[config.mk]
export PLATFORM = sky130hd
export DESIGN_NAME = rom_burst_arbiter_flat
export DESIGN_NICKNAME = d
export VERILOG_FILES = /design/src/rtl/rom_ctrl_pkg.sv /design/src/rtl/rom_burst_arbiter_if.sv /design/src/rtl/rom_rr_arbiter.sv /design/src/rtl/rom_burst_arbiter.sv /design/src/flat_wrapper.sv
export SDC_FILE = /design/constraint.sdc
export NUM_CORES = 1
export LEC_CHECK = 0
export BUFFER_PORTS_ARGS = -buffer_cell sky130_fd_sc_hd__buf_2
export CAP_MARGIN = 5
export CORE_MARGIN = 2
export CORE_UTILIZATION = 48
export CTS_BUF_LIST = sky130_fd_sc_hd__clkbuf_4
export DETAILED_ROUTE_END_ITERATION = 8
export MAX_ROUTING_LAYER = met4
export PLACE_DENSITY = 0.83
export SETUP_SLACK_MARGIN = 0.3
export SYNTH_ARGS = -nofsm -noshare
export SYNTH_HDL_FRONTEND = slang
export SYNTH_SLANG_ARGS = --single-unit
[constraint.sdc]
create_clock -name clk -period 2.6 [get_ports clk]
set_input_delay 0.13 -clock clk [delete_from_list [all_inputs] [get_ports clk]]
set_output_delay 0.13 -clock clk [all_outputs]
set_load 0.02 [all_outputs]
[src/rtl/rom_ctrl_pkg.sv]
// Shared definitions for the ROM burst arbiter.
// Holds the ROM geometry, the burst-length field width, the controller state
// encoding and the address-increment helper.
package rom_ctrl_pkg;

  localparam int ROM_ADDR_W = 12;
  localparam int ROM_DATA_W = 32;
  localparam int LEN_W      = 4;

  typedef enum logic [1:0] {
    IDLE  = 2'd0,
    FETCH = 2'd1,
    DRAIN = 2'd2
  } rom_ctrl_state_t;

  // Next word address; the ROM address space wraps from 0xFFF to 0x000.
  function automatic logic [ROM_ADDR_W-1:0] next_addr(input logic [ROM_ADDR_W-1:0] addr);
    return addr + 12'd1;
  endfunction

endpackage

[src/rtl/rom_burst_arbiter_if.sv]
// Request/response bundle between the clients and the ROM burst arbiter.
//   req_valid/req_ready : per-requester burst handshake (req_ready is one-hot)
//   req_addr/req_len    : per-requester start address and length-minus-one
//   resp_*              : single registered response stream tagged with resp_id
// Modports: slave = arbiter side, master = client side.
interface rom_burst_arbiter_if
  import rom_ctrl_pkg::*;
#(
  parameter int NUM_REQ = 4,
  parameter int ID_W    = $clog2(NUM_REQ)
);

  logic [NUM_REQ-1:0]                 req_valid;
  logic [NUM_REQ-1:0]                 req_ready;
  logic [NUM_REQ-1:0][ROM_ADDR_W-1:0] req_addr;
  logic [NUM_REQ-1:0][LEN_W-1:0]      req_len;

  logic                               resp_valid;
  logic                               resp_ready;
  logic [ROM_DATA_W-1:0]              resp_data;
  logic [ID_W-1:0]                    resp_id;
  logic                               resp_last;

  modport slave (
    input  req_valid, req_addr, req_len, resp_ready,
    output req_ready, resp_valid, resp_data, resp_id, resp_last
  );

  modport master (
    output req_valid, req_addr, req_len, resp_ready,
    input  req_ready, resp_valid, resp_data, resp_id, resp_last
  );

endinterface

[src/rtl/rom_rr_arbiter.sv]
// Combinational round-robin pick among NUM_REQ requesters.
//   req_valid  : request vector
//   last_grant : index granted most recently; search starts just above it
//   grant      : one-hot grant (all zero when nothing is valid)
//   grant_idx  : binary index of the granted requester
module rom_rr_arbiter
  import rom_ctrl_pkg::*;
#(
  parameter int NUM_REQ = 4,
  parameter int ID_W    = $clog2(NUM_REQ)
) (
  input  logic [NUM_REQ-1:0] req_valid,
  input  logic [ID_W-1:0]    last_grant,
  output logic [NUM_REQ-1:0] grant,
  output logic [ID_W-1:0]    grant_idx
);

  logic            hi_found_s;
  logic            lo_found_s;
  logic [ID_W-1:0] hi_idx_s;
  logic [ID_W-1:0] lo_idx_s;

  // Lowest valid index above last_grant, and lowest valid index at or below it.
  // Scanning downward lets the last hit be the lowest index on each side.
  always_comb begin
    hi_found_s = 1'b0;
    lo_found_s = 1'b0;
    hi_idx_s   = '0;
    lo_idx_s   = '0;
    for (int k = NUM_REQ - 1; k >= 0; k--) begin
      if (req_valid[k] && (k > int'(last_grant))) begin
        hi_found_s = 1'b1;
        hi_idx_s   = ID_W'(k);
      end else if (req_valid[k]) begin
        lo_found_s = 1'b1;
        lo_idx_s   = ID_W'(k);
      end else begin
        // idle requester: nothing to record
      end
    end
  end

  // Candidates above last_grant win; otherwise the search wraps to the low side.
  always_comb begin
    grant_idx = hi_found_s ? hi_idx_s : lo_idx_s;
    grant     = (hi_found_s || lo_found_s) ? (NUM_REQ'(1'b1) << grant_idx) : '0;
  end

endmodule

[src/rtl/rom_burst_arbiter.sv]
// Shares one combinational ROM among NUM_REQ burst requesters.
//   clk, reset : clock and asynchronous active-high reset
//   bus        : request/response bundle (slave side)
//   rom_addr   : address to the external ROM (registered)
//   rom_data   : combinational ROM word for rom_addr
//   busy       : high whenever a burst is in progress
// One burst is granted at a time; its words stream out through a registered
// valid/ready stage tagged with the owning requester id.
module rom_burst_arbiter
  import rom_ctrl_pkg::*;
#(
  parameter int NUM_REQ = 4,
  parameter int ID_W    = $clog2(NUM_REQ)
) (
  input  logic                  clk,
  input  logic                  reset,
  rom_burst_arbiter_if.slave    bus,
  output logic [ROM_ADDR_W-1:0] rom_addr,
  input  logic [ROM_DATA_W-1:0] rom_data,
  output logic                  busy
);

  rom_ctrl_state_t       state_r;
  rom_ctrl_state_t       state_nxt_s;
  logic [ID_W-1:0]       last_grant_r;
  logic [ROM_ADDR_W-1:0] cur_addr_r;
  logic [LEN_W-1:0]      remaining_r;
  logic [ID_W-1:0]       owner_r;
  logic                  resp_valid_r;
  logic [ROM_DATA_W-1:0] resp_data_r;
  logic [ID_W-1:0]       resp_id_r;
  logic                  resp_last_r;

  logic [NUM_REQ-1:0]    grant_s;
  logic [ID_W-1:0]       grant_idx_s;
  logic                  accept_s;
  logic                  load_s;
  logic                  drain_done_s;

  rom_rr_arbiter #(
    .NUM_REQ (NUM_REQ),
    .ID_W    (ID_W)
  ) u_arb (
    .req_valid  (bus.req_valid),
    .last_grant (last_grant_r),
    .grant      (grant_s),
    .grant_idx  (grant_idx_s)
  );

  // Next-state and per-cycle control decode.
  always_comb begin
    state_nxt_s  = state_r;
    accept_s     = 1'b0;
    load_s       = 1'b0;
    drain_done_s = 1'b0;
    case (state_r)
      IDLE: begin
        if (|grant_s) begin
          accept_s    = 1'b1;
          state_nxt_s = FETCH;
        end else begin
          state_nxt_s = IDLE;
        end
      end
      FETCH: begin
        // Load whenever the output register is empty or being consumed.
        if (!resp_valid_r || bus.resp_ready) begin
          load_s      = 1'b1;
          state_nxt_s = (remaining_r == '0) ? DRAIN : FETCH;
        end else begin
          state_nxt_s = FETCH;
        end
      end
      DRAIN: begin
        if (resp_valid_r && bus.resp_ready) begin
          drain_done_s = 1'b1;
          state_nxt_s  = IDLE;
        end else begin
          state_nxt_s  = DRAIN;
        end
      end
      default: begin
        state_nxt_s = IDLE;
      end
    endcase
  end

  // Controller state register.
  always_ff @(posedge clk or posedge reset) begin
    if (reset) begin
      state_r <= IDLE;
    end else begin
      state_r <= state_nxt_s;
    end
  end

  // Burst counters, grant history and response register.
  always_ff @(posedge clk or posedge reset) begin
    if (reset) begin
      last_grant_r <= ID_W'(NUM_REQ - 1);
      cur_addr_r   <= '0;
      remaining_r  <= '0;
      owner_r      <= '0;
      resp_valid_r <= 1'b0;
      resp_data_r  <= '0;
      resp_id_r    <= '0;
      resp_last_r  <= 1'b0;
    end else begin
      if (accept_s) begin
        cur_addr_r   <= bus.req_addr[grant_idx_s];
        remaining_r  <= bus.req_len[grant_idx_s];
        owner_r      <= grant_idx_s;
        last_grant_r <= grant_idx_s;
      end else if (load_s) begin
        cur_addr_r   <= next_addr(cur_addr_r);
        remaining_r  <= remaining_r - 4'd1;
        resp_valid_r <= 1'b1;
        resp_data_r  <= rom_data;
        resp_id_r    <= owner_r;
        resp_last_r  <= (remaining_r == '0);
      end else if (drain_done_s) begin
        resp_valid_r <= 1'b0;
        resp_last_r  <= 1'b0;
      end else begin
        resp_valid_r <= resp_valid_r;
      end
    end
  end

  // Grants are only offered in IDLE and never while reset is held.
  assign bus.req_ready  = ((state_r == IDLE) && !reset) ? grant_s : '0;
  assign bus.resp_valid = resp_valid_r;
  assign bus.resp_data  = resp_data_r;
  assign bus.resp_id    = resp_id_r;
  assign bus.resp_last  = resp_last_r;
  assign rom_addr       = cur_addr_r;
  assign busy           = (state_r != IDLE);

endmodule

[src/flat_wrapper.sv]
// flat-port wrapper written by rule: the top's interface ports become plain ports
module rom_burst_arbiter_flat import rom_ctrl_pkg::*;
#(
  parameter int NUM_REQ = 4,
  parameter int ID_W    = $clog2(NUM_REQ)
)
  (clk, reset, rom_addr, rom_data, busy, bus_req_valid, bus_req_addr, bus_req_len, bus_resp_ready, bus_req_ready, bus_resp_valid, bus_resp_data, bus_resp_id, bus_resp_last);
  rom_burst_arbiter_if #(.NUM_REQ(NUM_REQ), .ID_W(ID_W)) bus_i ();
  input  logic clk;
  input  logic reset;
  output logic [ROM_ADDR_W-1:0] rom_addr;
  input  logic [ROM_DATA_W-1:0] rom_data;
  output logic busy;
  input wire logic [$bits(bus_i.req_valid)-1:0] bus_req_valid;
  input wire logic [$bits(bus_i.req_addr)-1:0] bus_req_addr;
  input wire logic [$bits(bus_i.req_len)-1:0] bus_req_len;
  input wire logic [$bits(bus_i.resp_ready)-1:0] bus_resp_ready;
  output wire logic [$bits(bus_i.req_ready)-1:0] bus_req_ready;
  output wire logic [$bits(bus_i.resp_valid)-1:0] bus_resp_valid;
  output wire logic [$bits(bus_i.resp_data)-1:0] bus_resp_data;
  output wire logic [$bits(bus_i.resp_id)-1:0] bus_resp_id;
  output wire logic [$bits(bus_i.resp_last)-1:0] bus_resp_last;
  assign bus_i.req_valid = bus_req_valid;
  assign bus_i.req_addr = bus_req_addr;
  assign bus_i.req_len = bus_req_len;
  assign bus_i.resp_ready = bus_resp_ready;
  assign bus_req_ready = bus_i.req_ready;
  assign bus_resp_valid = bus_i.resp_valid;
  assign bus_resp_data = bus_i.resp_data;
  assign bus_resp_id = bus_i.resp_id;
  assign bus_resp_last = bus_i.resp_last;
  rom_burst_arbiter #(.NUM_REQ(NUM_REQ), .ID_W(ID_W)) u_core (.clk(clk), .reset(reset), .bus(bus_i), .rom_addr(rom_addr), .rom_data(rom_data), .busy(busy));
endmodule
-- After elaboration in Yosys (flattened, before gate mapping)
Cells that the tools add are included.
- register bits: 58
- bits in latches: 0
- memory bits (writable): 0
- ROM bits: 0
- bits of input ports: 103
- output and inout bits: 53
- word-level logic and storage cells: 81
- memories kept: 0
- add/subtract/negate cells: 2
- $mul: 0
- div/mod/pow operators: 0
- magnitude comparators: 4
- equal/unequal tests: 2
- shifts and indexed selects: 1
- muxes and demuxes: 45
- bitwise logic cells: 1
- reductions and logical operators: 17
- operators by type and width (kind ; count):
    12-bit 2-to-1 mux ; 3
    2-bit 2-to-1 mux ; 14
    12-bit binary-select mux with 2-bit select ; 1
    1-bit 2-to-1 mux ; 20
    4-bit 2-to-1 mux ; 5
    12-bit by 1-bit adder with 12-bit output (second input constant) ; 1
    4-bit binary-select mux with 2-bit select ; 1
    2-bit case mux with 3 select lines ; 1
    2-bit nonzero test ; 3
    1-bit logical AND ; 5
    2-bit greater-than comparator (first input constant) ; 2
    4-bit logical NOT ; 1
    2-bit AND reduction ; 2
    4-bit OR reduction ; 1
    1-bit by 2-bit << shifter with 4-bit output (first input constant) ; 1
    4-bit by 1-bit subtractor with 4-bit output (second input constant) ; 1
    2-bit by 3-bit less-than comparator with 1-bit output (second input constant) ; 1
    2-bit by 1-bit == test with 1-bit output (second input constant) ; 1
    2-bit == test (second input constant) ; 1
    1-bit by 2-bit greater-than comparator with 1-bit output (first input constant) ; 1
    1-bit logical NOT ; 2
    2-bit logical NOT ; 1
    1-bit logical OR ; 2
    1-bit NOT ; 1

-- Depth between registers and ports, before layout
- word-level depth: 16
- gate-level depth with buffers: 8
- mapped depth without buffers: 6

-- By module
Synthesis repeated with hierarchy kept, for this count alone.
- cells, all modules: 336
- area total of the unflattened synthesis: 3271.9 um^2
- by module, submodules not included (module ; times used ; cells an instance ; area each (um^2) ; sequential area each (um^2)):
    rom_burst_arbiter ; 1 ; 307 ; 3080.5 ; 1453.9
    rom_rr_arbiter ; 1 ; 29 ; 191.4 ; 0.0

-- Worst setup path before layout
OpenSTA, ideal clock, no wires.
- path kind: flip-flop to output port
- from: reg u_core.last_grant_r[1]
- to: out bus_req_ready[0]
- arrival time: 2046 ps
- data required time: 2470 ps
- slack: 424 ps
- cell stages (with the launch flop): 8
- path buffers: 3
- cells stage by stage: dfstp_2 buf_6 mux2i_1 o2bb2ai_1 or2_1 buf_2 buf_6 nor4_1
- word-level cells in the longest chain between the ends: 12
- elaborated cells on any way between the ends: 29
- classes of those cells: order compare (3); shift (1); mux (21); reduce/logical (4)
- RTL lines (element ; line ; text):
    start, declared ; rom_burst_arbiter.sv:25 ; logic [ID_W-1:0] last_grant_r;
    start signal, assigned ; rom_burst_arbiter.sv:100 ; last_grant_r <= ID_W'(NUM_REQ - 1);
    start signal, assigned ; rom_burst_arbiter.sv:113 ; last_grant_r <= grant_idx_s;
    2-bit greater-than comparator ; rom_rr_arbiter.sv:31 ; if (req_valid[k] && (k > int'(last_grant))) begin
    1-bit logical AND ; rom_rr_arbiter.sv:31 ;
    2-bit 2-to-1 mux ; rom_rr_arbiter.sv:31 ;
    2-bit 2-to-1 mux ; rom_rr_arbiter.sv:34 ; end else if (req_valid[k]) begin
    2-bit 2-to-1 mux ; rom_rr_arbiter.sv:31 ;
    2-bit 2-to-1 mux ; rom_rr_arbiter.sv:34 ;
    2-bit 2-to-1 mux ; rom_rr_arbiter.sv:31 ;
    2-bit 2-to-1 mux ; rom_rr_arbiter.sv:34 ;
    2-bit 2-to-1 mux ; rom_rr_arbiter.sv:45 ; grant_idx = hi_found_s ? hi_idx_s : lo_idx_s;
    1-bit by 2-bit << shifter with 4-bit output ; rom_rr_arbiter.sv:46 ; grant = (hi_found_s || lo_found_s) ? (NUM_REQ'(1'b1) << grant_idx) : '0;
    4-bit 2-to-1 mux * ; rom_rr_arbiter.sv:46 ;
    4-bit 2-to-1 mux * ; rom_burst_arbiter.sv:131 ; assign bus.req_ready = ((state_r == IDLE) && !reset) ? grant_s : '0;
    end, declared ; flat_wrapper.sv:18 ; output wire logic [$bits(bus_i.req_ready)-1:0] bus_req_ready;
Every way passes the cells marked *; elsewhere a longest branch is shown, timed or not.

-- Worst setup path after layout
Same ends and word-level chain as after synthesis.

==> flow_metrics.tcl <==
set metrics [dict create \
    status "finished clean" \
    dr_wl_met3_microns 644 \
    netlist.area_leader.share 0.4403 \
    synthesis.area_sq_mm 0.003183 \
    hold_viol 0 \
    detail_route.iter0.violations 259 \
    slew_viol_final 0 \
    dieArea_sq_mm 0.007299 \
    maxCapViolCount 0 \
    grt_antenna_before_repair 0 \
    syn_nets 461 \
    cp-end-kind "output port" \
    multi_input_area_sq_mm 0.001619 \
    intPower_mw 2.598 \
    power_frac_clock 0.154 \
    gp_congestion 0.9096 \
    start_util 0.4984 \
    cts_buffers 9 \
    cts.clk_slew.worst_paths_ns 0.10 \
    yosys.area.top_type "dfrtp_1" \
    crit_type "reg2out" \
    rsz0062_at_grt "true" \
    regArea_sq_mm 0.001454 \
    yosysWarnings 0 \
    clock_sinks 58 \
    critPathRequiredTime_ns 2.47 \
    leakage_nw 2.351 \
    grt_pass1_wl_mm 16.39 \
    syn_inst 356 \
    ys_seq_area_frac 0.4568 \
    gr-total-overflow 0 \
    top_layer "met4" \
    hold_path.startpoint "bus_req_len[2]" \
    antenna_cells 0 \
    drt-met1-wl_mm 4.007 \
    drive_gt1_frac 0.3656 \
    synth_cell_types 58 \
    die_h_microns 85.44 \
    die_x_microns 85.44 \
    worstReg2RegStart "u_core.last_grant_r[1]" \
    core-area_sq_mm 0.006386 \
    totalWireLength_mm 10.38 \
    tritoncts "yes" \
    synth_seq_cells 58 \
    power_density_mw_per_mm2 1021 \
    grt_max_degree 39 \
    grt_pass1_vias 3461 \
    period_share 0.8645 \
    skew_ns 0.01169 \
    switching_power_mw 2.084 \
    slew-limit-headroom 0.4616 \
    ant_nets 0 \
    tightest_slew_ns 0.8064 \
    hold_path_class "in2reg" \
    ys_top_cells_by_area "dfrtp_1 44%, nand2_1 14%, mux2i_1 3.5%" \
    fin_crit_ns 2.248 \
    pwr-share-comb 0.507 \
    htree_levels 3 \
    irDropWorstVdd_mv 0.6182 \
    nets 658 \
    ioPinCount 156 \
    arrival_ns 2.12 \
    dp_cells 579 \
    dp_hpwl_mm 7.128 \
    area_delta_synth_final_pct 44.06 \
    drc_errors 0 \
    cp_max_fo 6 \
    setup_ws_ns 0.3523 \
    async_flop_share 1.000 \
    vias 3553 \
    startpoint "u_core.last_grant_r[1]" \
    grt_use_total 0.2954 \
    fin_cells 635 \
    setup-tns-final_ns 0 \
    syn_area_per_cell_sq_um 8.941 \
    ys.flop_type "dfrtp_1" \
    port_buffers 155 \
    drtPass1Iterations 5 \
    wl_per_cell_microns 16.34 \
    dr_wl_met2_mm 5.446 \
    synth_edf_count 0 \
    setup-violations-final 0 \
    cts.path.max_buffers 2 \
    p_seq_frac 0.339 \
    start_kind "register" \
    clockRootBuffer "clkbuf_4" \
    p_sw_frac 0.4452 \
    fill_cells 489 \
    num_rows 29 \
    holdWs_ns 0.06204 \
    clock_latency_ns 0.40 \
    dp_slack_ns 0.4332 \
    drt-vias-per-instance 5.595 \
    max_freq_mhz 444.9 \
]
synth_stat cells (all sizes together) (4+ instances only):
| library cell | n |
|---|---|
| a311oi | 4 |
| mux2i | 11 |
| a32o | 4 |
| clkbuf | 6 |
| nor4 | 5 |
| nor2 | 20 |
| a21oi | 9 |
| buf | 12 |
| dfrtp | 56 |
| o21ai | 12 |
| a21boi | 5 |
| mux2 | 6 |
| inv | 7 |
| nor3 | 4 |
| nand2 | 117 |
| nand2b | 4 |
| a211oi | 8 |
| nand3 | 12 |
| a21o | 6 |
cell usage in the layout (no fill, tap or decap), types with 4 or more instances in the layout:
| cell type | instances |
|---|---|
| buf_2 | 154 |
| a21o_1 | 5 |
| clkbuf_4 | 9 |
| a21oi_1 | 9 |
| a21boi_0 | 5 |
| o21ai_0 | 11 |
| nor2_1 | 16 |
| nand3_1 | 12 |
| a311oi_1 | 4 |
| nand2_1 | 117 |
| inv_1 | 6 |
| mux2_2 | 6 |
| dlygate4sd3_1 | 37 |
| a32o_1 | 4 |
| mux2i_1 | 11 |
| buf_4 | 13 |
| dfrtp_1 | 56 |
| a211oi_1 | 8 |
critical path, cell delays in order, from the launching register on:
cell       delay, ns
dfstp_2         0.61
buf_2           0.16
nor2_1          0.04
o2bb2ai_1       0.15
or2_4           0.31
nor4_2          0.25
buf_4           0.19
worst paths after layout:
kind / to / depth (start not counted) / slack [ns]
min in group asynchronous: u_core.rom_addr[3] / 3 / 0.49
worst max-delay path: bus_req_ready[0] / 6 / 0.35
worst min register to register: u_core.bus.resp_data[10] / 2 / 0.48
worst max register to register: u_core.rom_addr[0] / 5 / 0.40
worst min-delay path: u_core.remaining_r[2] / 3 / 0.06
max in group asynchronous: u_core.bus.resp_data[14] / 4 / 1.41
power by group through the flow:
stage                     logic (mW)  registers, mW  clock network (mW)
after floorplan                 1.25           1.91                   0
after global placement          2.19           1.58                   0
after detailed placement        2.25           1.60                   0
after CTS                       2.31           1.59               0.733
after global routing            2.59           1.64               0.770
final                           2.37           1.59               0.722
per-layer routing:
metal,global-route usage,up-vias
met1,0.3400,1700
met2,0.5142,163
met5,-,-
met3,0.05156,32
li1,-,1658
met4,0.1097,0
per-stage QoR:
step                  util  cell area (sq um)  power, mW
global placement    0.6287               4015      3.770
CTS                 0.7108               4539      4.628
detailed placement  0.6287               4015      3.850
finish              0.7181               4586      4.682
floorplan                -               3183      3.165
global route        0.7181               4586      5.002
sequential cells by signal, summed over array words and instances (netlist names), 2 cells and up:
name,count
u_core.state_r,2
u_core.bus.resp_data,32
u_core.owner_r,2
u_core.rom_addr,12
u_core.remaining_r,4
u_core.last_grant_r,2
u_core.bus.resp_id,2
repair_timing:
action,4_1_cts,5_1_grt
hold buffers,37,0
pin swaps,0,1
setup endpoints to repair,2,4
resized for setup,2,7
cloned,0,0
endpoints found under the hold margin,68,0
buffers inserted,0,3
layout make-up:
type / instances / share of cell area
multi-input cells: 273 / 0.3531
flip-flops and latches: 58 / 0.3171
clock inverters: 7 / 0.01828
well taps: 77 / 0.02101
repair buffers: 204 / 0.2701
clock buffers: 9 / 0.01473
inverters: 7 / 0.005730
cell families (layout without fill, tap and decap cells):
kind of cell	count (synthesis)	after routing	share of synthesized area
buffers and inverters	25	227	0.04284
and+or+nand+nor	175	175	0.2437
muxes	17	17	0.05582
DFF	58	58	0.4568
xor gates and xnor gates	1	1	0.002752
AOI/OAI and AO/OA	78	78	0.1903
adders and majority gates	2	2	0.007860
No activity file was read; power rests on OpenSTA's default activity.
